===== src/rtl/dma_sram_pkg.sv =====
// Shared definitions for the DMA-side SRAM burst master: FSM encoding,
// default widths and the response buffer depth.
package dma_sram_pkg;

  localparam int DEF_DATA_WIDTH = 64;
  localparam int DEF_ADDR_WIDTH = 9;
  localparam int DEF_LEN_WIDTH  = 9;
  localparam int RSP_FIFO_DEPTH = 2;

  typedef enum logic [1:0] {
    ST_IDLE  = 2'd0,
    ST_WR    = 2'd1,
    ST_RD    = 2'd2,
    ST_DRAIN = 2'd3
  } state_e;

endpackage


===== src/rtl/sram_rsp_fifo.sv =====
// Two-entry response buffer for SRAM read data; the head entry is presented
// combinationally and push/pop may occur in the same cycle at any occupancy.
module sram_rsp_fifo
  import dma_sram_pkg::*;
#(
  parameter int DATA_WIDTH = DEF_DATA_WIDTH
) (
  input  logic                  clk,
  input  logic                  rst,
  input  logic                  push,
  input  logic [DATA_WIDTH-1:0] push_data,
  input  logic                  pop,
  output logic [DATA_WIDTH-1:0] head_data,
  output logic                  not_empty,
  output logic [1:0]            count
);

  logic [DATA_WIDTH-1:0] mem_q [RSP_FIFO_DEPTH];
  logic [DATA_WIDTH-1:0] mem_d [RSP_FIFO_DEPTH];
  logic                  wr_ptr_q, wr_ptr_d;
  logic                  rd_ptr_q, rd_ptr_d;
  logic [1:0]            cnt_q, cnt_d;
  logic                  push_fire, pop_fire;

  // A push into a full buffer is only accepted when the head leaves in the same cycle.
  always_comb begin
    pop_fire  = pop && (cnt_q != 2'd0);
    push_fire = push && ((cnt_q != 2'(RSP_FIFO_DEPTH)) || pop_fire);
    mem_d     = mem_q;
    if (push_fire) begin
      mem_d[wr_ptr_q] = push_data;
    end
    wr_ptr_d = wr_ptr_q ^ push_fire;
    rd_ptr_d = rd_ptr_q ^ pop_fire;
    cnt_d    = cnt_q + 2'(push_fire) - 2'(pop_fire);
  end

  always_ff @(posedge clk or posedge rst) begin
    if (rst) begin
      mem_q    <= '{default: '0};
      wr_ptr_q <= 1'b0;
      rd_ptr_q <= 1'b0;
      cnt_q    <= 2'd0;
    end else begin
      mem_q    <= mem_d;
      wr_ptr_q <= wr_ptr_d;
      rd_ptr_q <= rd_ptr_d;
      cnt_q    <= cnt_d;
    end
  end

  assign head_data = mem_q[rd_ptr_q];
  assign not_empty = (cnt_q != 2'd0);
  assign count     = cnt_q;

endmodule


===== src/rtl/sram_burst_master.sv =====
// Burst initiator for the single-port SRAM: streams write beats straight to the
// macro and issues credit-limited reads whose data lands in a 2-entry buffer.
module sram_burst_master
  import dma_sram_pkg::*;
#(
  parameter int DATA_WIDTH = DEF_DATA_WIDTH,
  parameter int ADDR_WIDTH = DEF_ADDR_WIDTH,
  parameter int LEN_WIDTH  = DEF_LEN_WIDTH
) (
  input  logic                  inst_clk,
  input  logic                  inst_rst,
  input  logic                  cmd_valid,
  output logic                  cmd_ready,
  input  logic                  cmd_write,
  input  logic [ADDR_WIDTH-1:0] cmd_addr,
  input  logic [LEN_WIDTH-1:0]  cmd_len,
  output logic                  cmd_done,
  output logic                  busy,
  input  logic                  wdata_valid,
  output logic                  wdata_ready,
  input  logic [DATA_WIDTH-1:0] wdata,
  output logic                  rdata_valid,
  input  logic                  rdata_ready,
  output logic [DATA_WIDTH-1:0] rdata,
  output logic                  sram_cs_n,
  output logic                  sram_wr_n,
  output logic [ADDR_WIDTH-1:0] sram_rw_addr,
  output logic [DATA_WIDTH-1:0] sram_data_in,
  input  logic [DATA_WIDTH-1:0] sram_data_out
);

  state_e                state_q, state_d;
  logic [ADDR_WIDTH-1:0] addr_q, addr_d;
  logic [LEN_WIDTH-1:0]  beats_q, beats_d;
  logic                  inflight_q, inflight_d;
  logic                  done_q, done_d;
  logic [DATA_WIDTH-1:0] din_q, din_d;

  logic [1:0]            fifo_cnt;
  logic                  fifo_valid;
  logic [DATA_WIDTH-1:0] fifo_head;
  logic                  rd_pop;
  logic                  credit_ok;
  logic                  wr_fire;
  logic                  rd_issue;
  logic                  last_beat;

  // Credit counts buffered beats plus the one in flight, minus the beat leaving now.
  assign rd_pop    = fifo_valid && rdata_ready;
  assign credit_ok = ({1'b0, fifo_cnt} + {2'b00, inflight_q} - {2'b00, rd_pop}) < 3'd2;
  assign wr_fire   = wdata_valid && (state_q == ST_WR);
  assign rd_issue  = (state_q == ST_RD) && credit_ok;
  assign last_beat = (beats_q == '0);

  always_comb begin
    state_d    = state_q;
    addr_d     = addr_q;
    beats_d    = beats_q;
    inflight_d = rd_issue;
    done_d     = 1'b0;
    din_d      = din_q;
    unique case (state_q)
      ST_IDLE: begin
        if (cmd_valid) begin
          addr_d  = cmd_addr;
          beats_d = cmd_len;
          state_d = cmd_write ? ST_WR : ST_RD;
        end
      end
      ST_WR: begin
        if (wr_fire) begin
          din_d   = wdata;
          addr_d  = addr_q + ADDR_WIDTH'(1);
          beats_d = beats_q - LEN_WIDTH'(1);
          if (last_beat) begin
            state_d = ST_IDLE;
            done_d  = 1'b1;
          end
        end
      end
      ST_RD: begin
        if (rd_issue) begin
          addr_d  = addr_q + ADDR_WIDTH'(1);
          beats_d = beats_q - LEN_WIDTH'(1);
          if (last_beat) begin
            state_d = ST_DRAIN;
          end
        end
      end
      ST_DRAIN: begin
        if (inflight_q) begin
          state_d = ST_IDLE;
          done_d  = 1'b1;
        end
      end
      default: state_d = ST_IDLE;
    endcase
  end

  always_ff @(posedge inst_clk or posedge inst_rst) begin
    if (inst_rst) begin
      state_q    <= ST_IDLE;
      addr_q     <= '0;
      beats_q    <= '0;
      inflight_q <= 1'b0;
      done_q     <= 1'b0;
      din_q      <= '0;
    end else begin
      state_q    <= state_d;
      addr_q     <= addr_d;
      beats_q    <= beats_d;
      inflight_q <= inflight_d;
      done_q     <= done_d;
      din_q      <= din_d;
    end
  end

  sram_rsp_fifo #(
    .DATA_WIDTH(DATA_WIDTH)
  ) u_rsp_fifo (
    .clk      (inst_clk),
    .rst      (inst_rst),
    .push     (inflight_q),
    .push_data(sram_data_out),
    .pop      (rd_pop),
    .head_data(fifo_head),
    .not_empty(fifo_valid),
    .count    (fifo_cnt)
  );

  // Write strobes are combinational from the fire so a beat reaches the macro in its own cycle.
  assign sram_cs_n    = ~(wr_fire || rd_issue);
  assign sram_wr_n    = ~wr_fire;
  assign sram_rw_addr = addr_q;
  assign sram_data_in = wr_fire ? wdata : din_q;

  assign cmd_ready   = (state_q == ST_IDLE);
  assign busy        = (state_q != ST_IDLE);
  assign wdata_ready = (state_q == ST_WR);
  assign cmd_done    = done_q;
  assign rdata_valid = fifo_valid;
  assign rdata       = fifo_head;

endmodule

===== config.mk =====
export PLATFORM = sky130hd
export DESIGN_NAME = sram_burst_master
export DESIGN_NICKNAME = d
export VERILOG_FILES = /design/src/rtl/dma_sram_pkg.sv /design/src/rtl/sram_rsp_fifo.sv /design/src/rtl/sram_burst_master.sv
export SDC_FILE = /design/constraint.sdc
export NUM_CORES = 1
export LEC_CHECK = 0
export BUFFER_PORTS_ARGS = -buffer_cell sky130_fd_sc_hd__buf_2
export CAP_MARGIN = 20
export CORE_ASPECT_RATIO = 1.5
export CORE_MARGIN = 5
export CORE_UTILIZATION = 53
export CTS_CLUSTER_SIZE = 24
export DETAILED_ROUTE_END_ITERATION = 16
export PLACE_DENSITY_LB_ADDON = 0.1
export SLEW_MARGIN = 15
export SYNTH_ARGS = -nofsm -noshare
export SYNTH_HDL_FRONTEND = slang
export SYNTH_HIERARCHICAL = 1
export SYNTH_SLANG_ARGS = --single-unit

===== constraint.sdc =====
create_clock -name inst_clk -period 4.3 [get_ports inst_clk]
set_clock_uncertainty 0.15 [all_clocks]
set_input_delay 0.215 -clock inst_clk [delete_from_list [all_inputs] [get_ports inst_clk]]
set_output_delay 0.215 -clock inst_clk [all_outputs]
set_load 0.01 [all_outputs]

==> results.cfg, run 1 <==
[outcome]
status = completed

[power_and_ir_drop]
pwr_density_cell_nw_per_um2 = 740
power.share.sequential_pct = 35.0
power_frac_clock_pct = 18.7
power_switching_mw = 3.66
comb_power_share_pct = 46.2
peakVddDrop_uv = 505
p_int_mw = 7.05
power.leakage_nw = 6.95
switching_share_pct = 34.2

[clock_network]
clock-sinks = 218
cts_root_buf = clkbuf_16
cts_tree = built
path_clk_slew_ns = 0.07
worstSkewPairLatency_ns = 0.50
tritoncts.num_buffers = 21
htreeDepth = 1
clock_path_buffers = 3

[logic_synthesis]
synthesis.nets = 906
synth_top_cell_by_area = dfrtp_1
synth_area_um2 = 10600
synthTopCellsByCount = 270 x mux2_2, 218 x dfrtp_1, 50 x mux2_4
yosysWarnings = 6
synth_ff_type = dfrtp_1
synth-seq-cells = 218
async_reset_ff_share_pct = 100
post-synth-top-count-cell = mux2_2
synthCells = 742
synth_edf_count = 0
synth_top_area_share_pct = 51.3
yosysSeqAreaShare_pct = 51.3
netlist_top_cells_area = dfrtp_1 51%, mux2_2 29%, mux2_4 7.1%
synth_cell_types = 50
syn_area_per_cell_um2 = 14.3

[global_route]
grtUsageTotal_pct = 21.9
grt_pass1_wl_um = 42200
use_met2_pct = 39.2
use_met1_pct = 25.6
antenna_found_initial = 0
grt_max_degree = 80
grt_overflow = 0
grt_pass1_vias = 8350
busiest_layer = met2
met3_usage_pct = 5.26

[route]
avgViaCountPerCell = 5.25
drt_iter0_markers = 390
first_pass_iters = 4
wire_per_inst_um = 17.6
vias = 7596
postRouteAntennaNets = 0
drc = 0
routed_wl_um = 25500

[sta]
totalNegativeSetupSlack_ns = 0
max_freq_ghz = 0.288
final-hold-violation-count = 0
slew_viol_final = 0
fin_crit_sh_pct = 80.8
slew-limit-headroom_pct = 33.2
setup_viol = 0
fin_crit_ns = 3.48
setup_slack_ns = 0.825
tightest_slew_ns = 1.00
rsz0062_at_grt = false

[worst_setup_path]
cp-end-kind = flop
required_ns = 4.52
crit_path_max_fanout = 17
crit_path_start_kind = flop
arrival_ns = 3.70
rr_worst_depth = 10
crit_type = flop to flop

[floorplanning]
core_um2 = 19800
row_count = 63
die-area_um2 = 23100
ios = 296
die_w_um = 126
start_util_pct = 53.8
die_y_um = 184

[worst_hold_path]
whs_path_depth = 4
hp-class = input pin to flop

[place]
port_buffers = 295
dpl_worst_slack_ns = 0.835
dp_hpwl_um = 16300
place_congestion = 0.779

[flow_run]
cap_violations = 0

[final_layout]
layout.nets = 1338
area_growth_pct = 36.0
n_fill_cell = 1328
antenna_cells = 0
final_layout_size_suffix_gt1_share_pct = 56.6
==> power by group through the flow <==
stage | clock [mW] | sequential, mW | combinational [mW]
2_1_floorplan | 0 | 3.48 | 3.64
3_3_place_gp | 0 | 3.73 | 4.75
3_5_place_dp | 0 | 3.77 | 4.83
4_1_cts | 2.05 | 3.75 | 4.95
5_1_grt | 2.14 | 3.90 | 5.39
6_report | 2.01 | 3.75 | 4.95
==> registers in the layout (all words and copies together), names as in the netlist <==
| register | cells |
|---|---|
| beats_q | 9 |
| cmd_done | 1 |
| din_q | 64 |
| inflight_q | 1 |
| sram_rw_addr | 9 |
| state_q | 2 |
| u_rsp_fifo/count | 2 |
| u_rsp_fifo/mem_q | 128 |
| u_rsp_fifo/rd_ptr_q | 1 |
| u_rsp_fifo/wr_ptr_q | 1 |
==> layer usage <==
metal  vias up  routed length (um)
li1       3555                   -
met4         0                 846
met2       256               13200
met5         -                   0
met3        60                1740
met1      3725                9750
==> stage by stage <==
stage,cell area (um2),hold slack [ns],instances,power [mW],util [%]
floorplan,10600,0.216,742,7.12,-
global placement,12200,0.309,1263,8.48,61.8
detailed placement,12200,0.314,1263,8.60,61.8
CTS,14400,0.0262,1446,10.8,72.9
global route,14500,0.0723,1448,11.4,73.2
finish,14500,0.0388,1448,10.7,73.2
==> timing repair <==
item / in CTS / in global routing
setup buffers: 0 / 0
hold endpoints to repair: 340 / 0
hold buffers: 146 / 0
resized for setup: 0 / 0
==> cell usage in the layout, fill, tap and decap left out, types with 4 or more instances in the layout <==
cell type	n
a21oi_1	16
a31oi_1	9
buf_2	295
buf_4	9
bufinv_16	4
clkbuf_1	4
clkbuf_16	21
clkbuf_8	5
dfrtp_1	217
dlygate4sd3_1	146
ha_1	9
inv_1	13
mux2_2	270
mux2_4	50
nand2_1	11
nand2b_1	8
nand3_1	12
nor2_1	4
nor3_1	4
o21ai_0	18
o22ai_1	5
o31ai_1	4
==> final cells by class <==
cell class | count | area [um2] | area share, %
flip-flops and latches | 218 | 5460 | 37.7
repair buffers | 454 | 3090 | 21.4
clock buffers | 30 | 609 | 4.21
multi-input cells | 464 | 4790 | 33.1
inverters | 15 | 60.1 | 0.415
clock inverters | 7 | 139 | 0.959
well taps | 260 | 325 | 2.25
==> worst max-delay path: stages (launching register included) <==
cell and delay (ns):
dfrtp_1 0.47, or2_2 0.34, and2_1 0.20, ha_1 0.27
nand2b_1 0.15, fa_1 0.38, xnor2_1 0.35, o2111a_1 0.22
buf_4 0.22, nand2_1 0.16, a2111o_1 0.45
==> final timing paths <==
path | startpoint | endpoint | slack [ns]
max | u_rsp_fifo/count[1]$_DFF_PP0_ | beats_q[8]$_DFFE_PP0P_ | 0.82
min | cmd_addr[8] | sram_rw_addr[8]$_DFFE_PP0P_ | 0.04
max reg2reg | u_rsp_fifo/count[1]$_DFF_PP0_ | beats_q[8]$_DFFE_PP0P_ | 0.82
min reg2reg | din_q[40]$_DFFE_PP0P_ | din_q[40]$_DFFE_PP0P_ | 0.35
max in group asynchronous | inst_rst | state_q[0]$_DFFE_PP0P_ | 2.93
min in group asynchronous | inst_rst | din_q[47]$_DFFE_PP0P_ | 0.06
==> cell families after synthesis <==
| family | synth area share, % |
|---|---|
| flip-flops | 51.3 |
| AO/OA/AOI/OAI | 4.07 |
| buffers and inverters | 3.82 |
| multiplexers | 35.9 |
| adder cells (fa/ha/maj) | 1.48 |
| AND/OR/NAND/NOR | 3.12 |
| XOR/XNOR | 0.329 |
Note: power is estimated with default switching activity, not from simulation.
==> run 2, diff against run 1 <==
ABC_AREA = 1   (was unset)
CORE_UTILIZATION = 52   (was 53)
clock period = 3.25 ns   (was 4.3 ns; I/O delays follow)
==> results.cfg, run 2 <==
[outcome]
status = completed

[logic_synthesis]
synth_ff_type = dfrtp_1
synth_top_cell_by_area = dfrtp_1
netlist_top_cells_area = dfrtp_1 54%, nand2_1 21%, o21ai_0 9.9%
synthTopCellsByCount = 557 x nand2_1, 218 x dfrtp_1, 201 x o21ai_0
synthCells = 1306
synth_area_um2 = 10200
yosysWarnings = 6
async_reset_ff_share_pct = 100
yosysSeqAreaShare_pct = 53.6
syn_area_per_cell_um2 = 7.79
synth_edf_count = 0
synth_cell_types = 28
synth-seq-cells = 218
synthesis.nets = 1470
post-synth-top-count-cell = nand2_1
synth_top_area_share_pct = 53.6

[worst_setup_path]
max_stage_delay_ns = 0.50
slowest_stage = fa_1
required_ns = 2.94
cp-end-kind = output port
crit_path_start_kind = flop
worstPathCellList = inv_1 -> nand2_1 -> nand2_1 -> inv_1 -> ha_1 -> or2_2 -> fa_1 -> nand3_2 -> nor2_2 -> nor2_1 -> buf_2
arrival_ns = 2.74
crit_type = flop to output port
crit_path_max_fanout = 6

[clock_network]
path_clk_slew_ns = 0.07
htreeDepth = 1
clock_path_buffers = 3
cts_setup_buffers = 0
cts_root_buf = clkbuf_16
clock-sinks = 218
worstSkewPairLatency_ns = 0.49
tritoncts.num_buffers = 22
cts_tree = built

[power_and_ir_drop]
peakVddDrop_uv = 515
power.leakage_nw = 7.65
finalPower_mw = 13.2
pwr_density_cell_nw_per_um2 = 940

[sta]
setup_slack_ns = 0.195
max_freq_ghz = 0.327
tightest_slew_ns = 0.724
fin_crit_ns = 3.06
totalNegativeSetupSlack_ns = 0
rsz0062_at_grt = false
slew_viol_final = 0
fin_crit_sh_pct = 94.0
setup_viol = 0
slew-limit-headroom_pct = 51.7
final-hold-violation-count = 0

[global_route]
met3_usage_pct = 5.47
use_met2_pct = 44.6
grt_pass1_wl_um = 47500
grt_max_degree = 74
grt_pass1_vias = 10127
use_met1_pct = 28.0
busiest_layer = met2
grtUsageTotal_pct = 24.8
antenna_found_initial = 3
grt_overflow = 0

[floorplanning]
die_y_um = 181
core_um2 = 19200
ios = 296
die-area_um2 = 22500
start_util_pct = 52.9
die_w_um = 124
row_count = 62

[place]
dpl_worst_slack_ns = 0.343
place_congestion = 0.811
port_buffers = 295
dp_hpwl_um = 18400

[route]
first_pass_iters = 4
routed_wl_um = 28200
vias = 9701
drc = 0
drt_iter0_markers = 449
avgViaCountPerCell = 4.86
wire_per_inst_um = 14.1
postRouteAntennaNets = 0

[final_layout]
final_cell_mix = 556 x nand2_1, 295 x buf_2, 216 x dfrtp_1
postLayoutCoreUtil_pct = 72.8
final_common_cell = nand2_1
largest_reg_flops = 128
final_layout_size_suffix_gt1_share_pct = 21.4
largestRegisters = u_rsp_fifo/mem_q x128, din_q x64
top_register = u_rsp_fifo/mem_q
area_growth_pct = 37.6
layout.nets = 1890

[worst_hold_path]
hp-class = input pin to flop

[flow_run]
cap_violations = 0
run 2: cell count changes in the layout (fill, tap and decap cells not counted), moves of 8 or more:
| cell | delta |
|---|---|
| nand2_1 | +545 |
| mux2_2 | -270 |
| o21ai_0 | +183 |
| inv_1 | +165 |
| mux2_4 | -50 |
| a21oi_1 | -14 |
| nor2_1 | +14 |
| nand3_1 | +12 |
| o21ai_2 | +10 |
| a31oi_1 | -9 |
| nand2b_1 | -8 |
run 2: layout make-up:
class                      count  area [um2]
antenna                        2        5.00
clock buffer                  31         656
clock inverter                 7        40.0
fill                        1504        5240
inverter                     183         694
multi-input combinational    842        3700
sequential                   218        5460
tap                          256         320
timing repair buffer         459        3130
run 2: critical path, delay by kind of cell (launching register included):
| kind | cells | cell delay [ns] |
|---|---|---|
| buffers and inverters | 3 | 0.31 |
| AND/OR/NAND/NOR | 6 | 0.75 |
| adder cells (fa/ha/maj) | 2 | 0.76 |
| flip-flops | 1 | 0.44 |
run 2: layer usage:
metal,up-vias,wire (um)
met5,-,7
met4,2,1240
met3,88,1780
met2,316,14400
met1,4471,10800
li1,4824,-
run 2: where the power goes:
part	switching [mW]	internal (mW)	leakage (nW)
clock	1.01	1.40	0.343
sequential	0.676	4.06	2.64
combinational	3.77	2.24	4.66
run 2: cells by family after synthesis:
kind of cell	share of synthesized area [%]
buf+inv	10.4
compound gates	11.1
flops	53.6
fa+ha+maj	1.55
simple gates	23.4
run 2: metrics by stage:
step,cells,hold WS [ns],instance area (um2)
finish,1998,0.0332,14000
global route,1998,0.114,14000
CTS,1996,0.0182,14000
detailed placement,1809,0.173,11800
global placement,1809,0.181,11800
floorplan,1306,0.129,10200
run 2: worst paths after layout:
path                                          startpoint                          endpoint  slack, ns  cells past startpoint
max in group asynchronous                       inst_rst  u_rsp_fifo/mem_q[78]$_DFFE_PP0P_       1.95                      4
max                        u_rsp_fifo/count[1]$_DFF_PP0_                         sram_cs_n       0.19                     11
min in group asynchronous                       inst_rst             din_q[55]$_DFFE_PP0P_       0.19                      3
max reg2reg                u_rsp_fifo/count[1]$_DFF_PP0_       sram_rw_addr[4]$_DFFE_PP0P_       0.32                     13
min                                            cmd_valid            state_q[0]$_DFFE_PP0P_       0.03                      8
min reg2reg                        din_q[58]$_DFFE_PP0P_             din_q[58]$_DFFE_PP0P_       0.32                      2
run 2: timing repair:
action                                 4_1_cts  5_1_grt
gates resized for setup                      0        2
endpoints found under the hold margin      282        0
hold buffers                               149        0
setup endpoints to repair                    0        1
